$ cat config.mk
export PLATFORM = sky130hd
export DESIGN_NAME = acl_event_ctrl
export DESIGN_NICKNAME = d
export VERILOG_FILES = /design/src/rtl/acl_event_ctrl.sv
export SDC_FILE = /design/constraint.sdc
export NUM_CORES = 1
export LEC_CHECK = 0
export CAP_MARGIN = 20
export CORE_MARGIN = 1
export CORE_UTILIZATION = 45
export CTS_CLUSTER_DIAMETER = 40
export DETAILED_ROUTE_END_ITERATION = 10
export GPL_TIMING_DRIVEN = 0
export PLACE_DENSITY = 0.73
export SYNTH_ARGS = -nofsm -noshare
export SYNTH_HDL_FRONTEND = slang
export SYNTH_SLANG_ARGS = --single-unit
$ cat constraint.sdc
create_clock -name clk -period 8.35 [get_ports clk]
set_input_delay 0.835 -clock clk [delete_from_list [all_inputs] [get_ports clk]]
set_output_delay 0.835 -clock clk [all_outputs]
set_load 0.02 [all_outputs]
$ cat src/rtl/acl_event_ctrl.sv
// Accelerometer event controller: per-channel debounce, event flag/count latch with read handshake.
// acl_out updates on the edge that captures the qualifying sample; ACL_EVENT_HOLDOFF_EN adds a post-read re-arm delay.
module acl_event_ctrl #(
  parameter int NUM_CH      = 3,
  parameter int SAMPLE_W    = 10,
  parameter int DEBOUNCE    = 2,
  parameter int HOLDOFF_CYC = 16
) (
  input  logic                         clk,
  input  logic                         rst_n,
  input  logic                         sample_valid,
  input  logic [NUM_CH*SAMPLE_W-1:0]   sample_data,
  input  logic [SAMPLE_W-1:0]          thr,
  input  logic                         has_been_read,
  output logic [15:0]                  acl_out
);

  localparam int DBW = 4;

  typedef enum logic [1:0] {
    RECEIVE = 2'd0,
    SEND    = 2'd1,
    HOLDOFF = 2'd2
  } state_t;

  if (NUM_CH < 1 || NUM_CH > 7) begin : g_chk_num_ch
    $error("NUM_CH must be 1..7");
  end
  if (DEBOUNCE < 1 || DEBOUNCE > 15) begin : g_chk_debounce
    $error("DEBOUNCE must be 1..15");
  end
  if (HOLDOFF_CYC < 1 || HOLDOFF_CYC > 255) begin : g_chk_holdoff
    $error("HOLDOFF_CYC must be 1..255");
  end

  state_t         state_q, state_d;
  logic [DBW-1:0] dbc_q [NUM_CH];
  logic [DBW-1:0] dbc_d [NUM_CH];
  logic [6:0]     evt;
  logic [6:0]     flags_q, flags_d;
  logic [7:0]     cnt_q, cnt_d, cnt_sat;
  logic [8:0]     cnt_sum;
  logic [3:0]     evt_num;
  logic           pend_q;
`ifdef ACL_EVENT_HOLDOFF_EN
  logic [7:0]     hold_q, hold_d;
`endif

  // An event fires only on the step into DEBOUNCE; a saturated counter stays silent until cleared.
  always_comb begin
    evt = '0;
    for (int k = 0; k < NUM_CH; k++) begin
      dbc_d[k] = dbc_q[k];
      if (sample_valid) begin
        if (sample_data[k*SAMPLE_W +: SAMPLE_W] >= thr) begin
          if (dbc_q[k] != DBW'(DEBOUNCE)) begin
            dbc_d[k] = dbc_q[k] + 1'b1;
            if (dbc_q[k] == DBW'(DEBOUNCE - 1)) begin
              evt[k] = 1'b1;
            end
          end
        end else begin
          dbc_d[k] = '0;
        end
      end
    end
  end

  always_comb begin
    evt_num = '0;
    for (int k = 0; k < 7; k++) begin
      evt_num = evt_num + {3'b000, evt[k]};
    end
    cnt_sum = {1'b0, cnt_q} + {5'b00000, evt_num};
    cnt_sat = cnt_sum[8] ? 8'hFF : cnt_sum[7:0];
  end

  always_comb begin
    state_d = state_q;
    flags_d = flags_q;
    cnt_d   = cnt_q;
`ifdef ACL_EVENT_HOLDOFF_EN
    hold_d  = hold_q;
`endif
    case (state_q)
      RECEIVE: begin
        if (|evt) begin
          flags_d = evt;
          cnt_d   = {4'b0000, evt_num};
          state_d = SEND;
        end
      end
      SEND: begin
        if (has_been_read) begin
          // A same-cycle event replaces the consumed report instead of being dropped.
          if (|evt) begin
            flags_d = evt;
            cnt_d   = {4'b0000, evt_num};
          end else begin
            flags_d = '0;
            cnt_d   = '0;
`ifdef ACL_EVENT_HOLDOFF_EN
            hold_d  = '0;
            state_d = HOLDOFF;
`else
            state_d = RECEIVE;
`endif
          end
        end else begin
          flags_d = flags_q | evt;
          cnt_d   = cnt_sat;
        end
      end
      HOLDOFF: begin
`ifdef ACL_EVENT_HOLDOFF_EN
        hold_d = hold_q + 8'd1;
        if (hold_q == 8'(HOLDOFF_CYC - 1)) begin
          hold_d  = '0;
          state_d = RECEIVE;
        end
`else
        state_d = RECEIVE;
`endif
      end
      default: state_d = RECEIVE;
    endcase
  end

  always_ff @(posedge clk or negedge rst_n) begin
    if (!rst_n) begin
      state_q <= RECEIVE;
      flags_q <= '0;
      cnt_q   <= '0;
      pend_q  <= 1'b0;
      for (int k = 0; k < NUM_CH; k++) begin
        dbc_q[k] <= '0;
      end
`ifdef ACL_EVENT_HOLDOFF_EN
      hold_q  <= '0;
`endif
    end else begin
      state_q <= state_d;
      flags_q <= flags_d;
      cnt_q   <= cnt_d;
      pend_q  <= (state_d == SEND);
      for (int k = 0; k < NUM_CH; k++) begin
        dbc_q[k] <= dbc_d[k];
      end
`ifdef ACL_EVENT_HOLDOFF_EN
      hold_q  <= hold_d;
`endif
    end
  end

  assign acl_out = {cnt_q, flags_q, pend_q};

endmodule
Yosys cells after proc, flatten, opt, wreduce, memory -nomap -nowiden
Index checks and enable logic that the tools add are counted.
{"block": "totals", "ff_bits": 30, "in_bits": 44, "word_cells": 67}
{"block": "op_classes", "n_addsub": 6, "magnitude_cmp": 3, "n_eq_ne": 12, "n_mux": 31, "bitwise": 1, "n_reduce_logical": 7}
{"cell": "greater-or-equal comparator 10 bit", "n": 3}
{"cell": "2-to-1 mux 4 bit", "n": 6}
{"cell": "2-to-1 mux 8 bit", "n": 3}
{"cell": "one-hot mux 8 bit (2 select lines)", "n": 1}
{"cell": "2-to-1 mux 7 bit", "n": 2}
{"cell": "one-hot mux 7 bit (2 select lines)", "n": 1}
{"cell": "adder 4 x 1 -> 4 bit, second input constant", "n": 3}
{"cell": "equality test 4 x 1 -> 1 bit, second input constant", "n": 3}
{"cell": "2-to-1 mux 1 bit", "n": 12}
{"cell": "!= test 4 x 2 -> 1 bit, second input constant", "n": 3}
{"cell": "adder 8 x 3 -> 9 bit", "n": 1}
{"cell": "AND reduction 2 bit", "n": 4}
{"cell": "bitwise OR 7 x 3 -> 7 bit", "n": 1}
{"cell": "2-to-1 mux 2 bit", "n": 3}
{"cell": "2-to-1 mux 3 bit", "n": 2}
{"cell": "!= test 2 x 1 -> 1 bit, second input constant", "n": 3}
{"cell": "equality test 2 x 1 -> 1 bit, second input constant", "n": 2}
{"cell": "one-hot mux 2 bit (2 select lines)", "n": 1}
{"cell": "adder 2 x 1 -> 3 bit", "n": 1}
{"cell": "OR reduction 3 bit", "n": 1}
{"cell": "adder 1 x 1 -> 2 bit", "n": 1}
{"cell": "zero test 2 bit", "n": 1}
{"cell": "!= test 2 bit, second input constant", "n": 1}
{"cell": "nonzero test 2 bit", "n": 1}

Logic depth before layout (Yosys ltp)
{"block": "depth", "depth_word": 11, "depth_mapped": 18, "mapped_depth_nobuf": 18}

Worst setup path before layout
OpenSTA, ideal clock, no wires.
{"block": "synth_path", "path_type": "input port to flip-flop", "start": "input port thr[7]", "end": "register cnt_q[0]", "arrival_time_ps": 4025, "required_ps": 8286, "path_slack_ps": 4261, "stages": 18, "path_cell_list": "inv_1 > ha_1 > a211oi_2 > nor2_1 > or3_1 > o21a_1 > clkinv_2 > fa_1 > inv_1 > ha_1 > inv_1 > fa_1 > and3b_1 > nand3_1 > nor2_1 > o21ai_0 > o21ai_0 > mux2_4"}
{"block": "synth_via", "elab_chain_cells": 9, "word_cells_on_any_way": 20, "classes_between": "add/sub: 3; order compare: 3; eq/ne: 1; mux: 11; reduce/logical: 2"}
{"item": "start, declared", "line": "13", "rtl": "input logic [SAMPLE_W-1:0] thr,"}
{"item": "greater-or-equal comparator 10 bit", "line": "55", "rtl": "if (sample_data[k*SAMPLE_W +: SAMPLE_W] >= thr) begin"}
{"item": "2-to-1 mux 1 bit", "line": "55"}
{"item": "2-to-1 mux 1 bit", "line": "54", "rtl": "if (sample_valid) begin"}
{"item": "adder 1 x 1 -> 2 bit", "line": "72", "rtl": "evt_num = evt_num + {3'b000, evt[k]};"}
{"item": "adder 2 x 1 -> 3 bit", "line": "72"}
{"item": "adder 8 x 3 -> 9 bit", "line": "74", "rtl": "cnt_sum = {1'b0, cnt_q} + {5'b00000, evt_num};"}
{"item": "2-to-1 mux 8 bit", "line": "75", "rtl": "cnt_sat = cnt_sum[8] ? 8'hFF : cnt_sum[7:0];"}
{"item": "2-to-1 mux 8 bit", "line": "94", "rtl": "if (has_been_read) begin"}
{"item": "one-hot mux 8 bit (2 select lines)", "line": "85", "rtl": "case (state_q)"}
{"item": "end signal, assigned", "line": "144", "rtl": "cnt_q <= cnt_d;"}
{"item": "end, declared", "line": "41", "rtl": "logic [7:0] cnt_q, cnt_d, cnt_sat;"}
Parallel ways exist; a longest one is shown, timed or not. The select of a mux whose other input is x is not followed.
A chain may end at the register's enable or synchronous reset.

Final worst setup path
{"block": "layout_path", "start": "input port thr[9]", "end": "register cnt_q[0]"}
The elaborated chain is that of the path after synthesis.

==> Flow_metrics.wiki <==
{| class="wikitable"
! Metric !! Value
|-
| Vias per cell || 5.248
|-
| Total design power || 0.4640 mW
|-
| First-pass iteration count of the detailed router || 4
|-
| Number of buffers on the longest clock path || 2
|-
| Asr flop ratio synth || 1.000
|-
| Antenna violations before repair || 0
|-
| Placement row count || 25
|-
| Critical-path top delay cell || sky130_fd_sc_hd__fa_1
|-
| Min cycle time layout || 4.795 ns
|-
| Largest vdd supply drop || 0.1247 mV
|-
| Setup repair after global routing missed its margin || no
|-
| Worst-margin pin slew || 0.5234 ns
|-
| Worst-path cell chain || clkdlybuf4s50_1, inv_1, ha_1, nand2_1, nor2_1, nor3b_1, o2111ai_2, fa_1, inv_1, ha_1, inv_1, fa_1, and3b_1, nand3_1, nor2_1, o21ai_0, o21ai_0, mux2_4
|-
| Routed wire length per instance || 13.38 um
|-
| Power density over the cells || 153.7 mW/mm2
|-
| Critical path data arrival time || 5.00 ns
|-
| Number of violations reported at the end of detailed-routing iteration 0 || 86
|-
| CP dominant cell by count || sky130_fd_sc_hd__inv_1
|-
| Htree depth || 1
|-
| Clock sink count || 26
|-
| Clock tree root driver cell || sky130_fd_sc_hd__clkbuf_8
|-
| Max Cap Viol || 0
|-
| Static leakage || 1.347 nW
|-
| Post-route clock period utilization || 0.5742
|-
| Beginning of the worst register-to-register path || dbc_q[8]
|-
| Most common cell after layout, fill and taps aside || sky130_fd_sc_hd__clkdlybuf4s50_1
|-
| Synthesis-to-finish area growth || 31.21%
|-
| Max Transition Viols Final || 0
|-
| Count of nets after finishing || 405
|-
| Post-route antenna net violation count || 0
|-
| Number of I/O pins || 60
|-
| Clock tree from TritonCTS || built
|-
| DP HPWL || 4.267 mm
|-
| Combined area of all synthesized cells || 0.002301 mm2
|-
| Fraction of layout cells with a size suffix above 1 || 0.06962
|-
| Total core area || 0.004817 mm2
|-
| Number of enable flip-flop cells after synthesis || 0
|-
| Buffer and inverter count on the worst path || 4
|-
| # Post-CTS Setup Buffers || 0
|-
| Number of diodes added for antenna fixing || 0
|-
| Origin of the worst min-delay path || flags_q[2]
|-
| TritonCTS buffer count || 3
|-
| Worst-path clk slew || 0.09 ns
|-
| Crit path required time || 8.56 ns
|-
| Starting density of the core || 0.4777
|-
| Aggregate routed wire length || 5.123 mm
|-
| Overflow left after global routing || 0
|-
| Avg Inst Size Synth || 9.095 um2
|-
| Worst clock skew || 0.006742 ns
|-
| Maximum single-stage delay on the critical path || 0.58 ns
|-
| Type of origin of the critical path || input port
|-
| Y dimension of the die || 73.51 um
|-
| Flip-flop and latch count after synthesis || 26
|-
| Final hold violation count || 0
|-
| Hold bufs inserted after CTS || 0
|-
| Detailed-route DRC error count || 0
|-
| Worst setup path category || input port to flop
|-
| Remaining max-slew budget at the tightest pin || 0.6499
|-
| Element type at the critical path end || flop
|-
| Number of global-route vias before repair || 1927
|-
| Gp weighted congestion || 0.7875
|-
| Die outline area || 0.005403 mm2
|-
| Number of buffer cells added on primary ports || 55
|-
| Crit. Startpoint || thr[9]
|-
| Outcome || finished, final reports clean
|-
| Number of setup violations in the final report || 0
|-
| Post-Syn Instances || 253
|-
| Die width || 73.51 um
|-
| Max Fclk || 208.6 MHz
|-
| Sequential-to-total area share from yosys stat || 0.2828
|-
| Cell class contributing the biggest share of worst-path delay || adder cells
|-
| Synth unique cells || 48
|-
| Highest-count cells in the layout ignoring fill and taps || sky130_fd_sc_hd__clkdlybuf4s50_1 (55), sky130_fd_sc_hd__ha_1 (41), sky130_fd_sc_hd__inv_1 (33), sky130_fd_sc_hd__dfrtp_1 (26), sky130_fd_sc_hd__nor2_1 (16)
|-
| Global Route Usage Sum || 0.2047
|-
| Post_cts resized || 0
|-
| Largest driver fanout on the critical path || 8
|-
| Top FF cell, synth || sky130_fd_sc_hd__dfrtp_1
|-
| TNS Setup || 0 ns
|-
| DR vias || 2010
|-
| Synth warn || 0
|-
| First-pass GRT wire length || 8.659 mm
|-
| Largest net degree at the start of global routing || 19
|-
| Class of the worst hold path || flop to flop
|-
| Clock latency of the later-clocked register in the worst-skew pair || 0.27 ns
|}
## kinds of logic (layout without fill, tap and decap cells)
logic type,Yosys count,count (layout),synth area share
compound gates,66,66,0.2132
xor+xnor,5,5,0.01904
fa+ha+maj,43,43,0.2403
buf+inv,42,101,0.07722
flops,26,26,0.2828
mux,2,2,0.01087
other cells,1,5,0.001630
simple gates,68,68,0.1550
## state kept, by name, indices dropped and copies added (netlist names)
signal / flops
dbc_q: 12
cnt_q: 8
flags_q: 3
state_q: 2
pend_q: 1
## synthesized netlist by cell type (all sizes together), types with 4 or more instances
master,n,area (um2)
ha,41,513.0
inv,34,127.6
dfrtp,26,650.6
nor2,16,60.06
a21oi,15,75.07
nand2,14,52.55
o21ai,12,60.06
a211oi,8,65.06
nand3,8,40.04
a41oi,6,71.32
nor3b,6,45.04
buf,5,37.54
nand2b,5,31.28
nor3,5,25.02
a31oi,4,25.02
o22ai,4,25.02
## per-stage QoR
stage | setup slack [ns] | instances | util | hold WS (ns) | instance area, um2
after detailed placement | 3.268 | 380 | 0.6182 | 0.4824 | 2978
after global routing | 3.223 | 383 | 0.6268 | 0.5267 | 3019
after CTS | 3.552 | 383 | 0.6268 | 0.5120 | 3019
final | 3.555 | 383 | 0.6268 | 0.5074 | 3019
after floorplan | 4.261 | 257 | - | 0.4698 | 2316
after global placement | 3.363 | 379 | 0.6125 | 0.4929 | 2950
## path summary, 6_finish.rpt
| check | cells after the start | end | slack, ns |
|---|---|---|---|
| worst min register to register | 1 | flags_q[2] | 0.51 |
| worst max register to register | 18 | cnt_q[0] | 4.45 |
| max in group asynchronous | 2 | dbc_q[7] | 6.97 |
| worst max-delay path | 18 | cnt_q[0] | 3.56 |
| worst min-delay path | 1 | flags_q[2] | 0.51 |
| min in group asynchronous | 1 | cnt_q[7] | 0.90 |
## layer usage
metal	vias to the layer above	track usage	share of wire
met5	-	0	0
met4	0	0.04274	0.016
met3	10	0.03155	0.031
met2	46	0.3517	0.49
met1	922	0.2717	0.46
li1	1032	-	-
## area by class of cell
cell class	count	area (um2)
well taps	67	83.83
clock buffers	3	41.29
inverters	35	132.6
flip-flops and latches	26	650.6
multi-input cells	189	1488
fillers	436	1798
repair buffers	56	578.1
plain buffers	7	45.04
## power by group
group / switching [mW] / leakage (nW) / internal, mW
clock network: 0.0377 / 0.0216 / 0.0323
registers: 0.0302 / 0.350 / 0.153
logic: 0.104 / 0.975 / 0.107
total: 0.172 / 1.35 / 0.292
No activity file was read; power rests on OpenSTA's default activity.
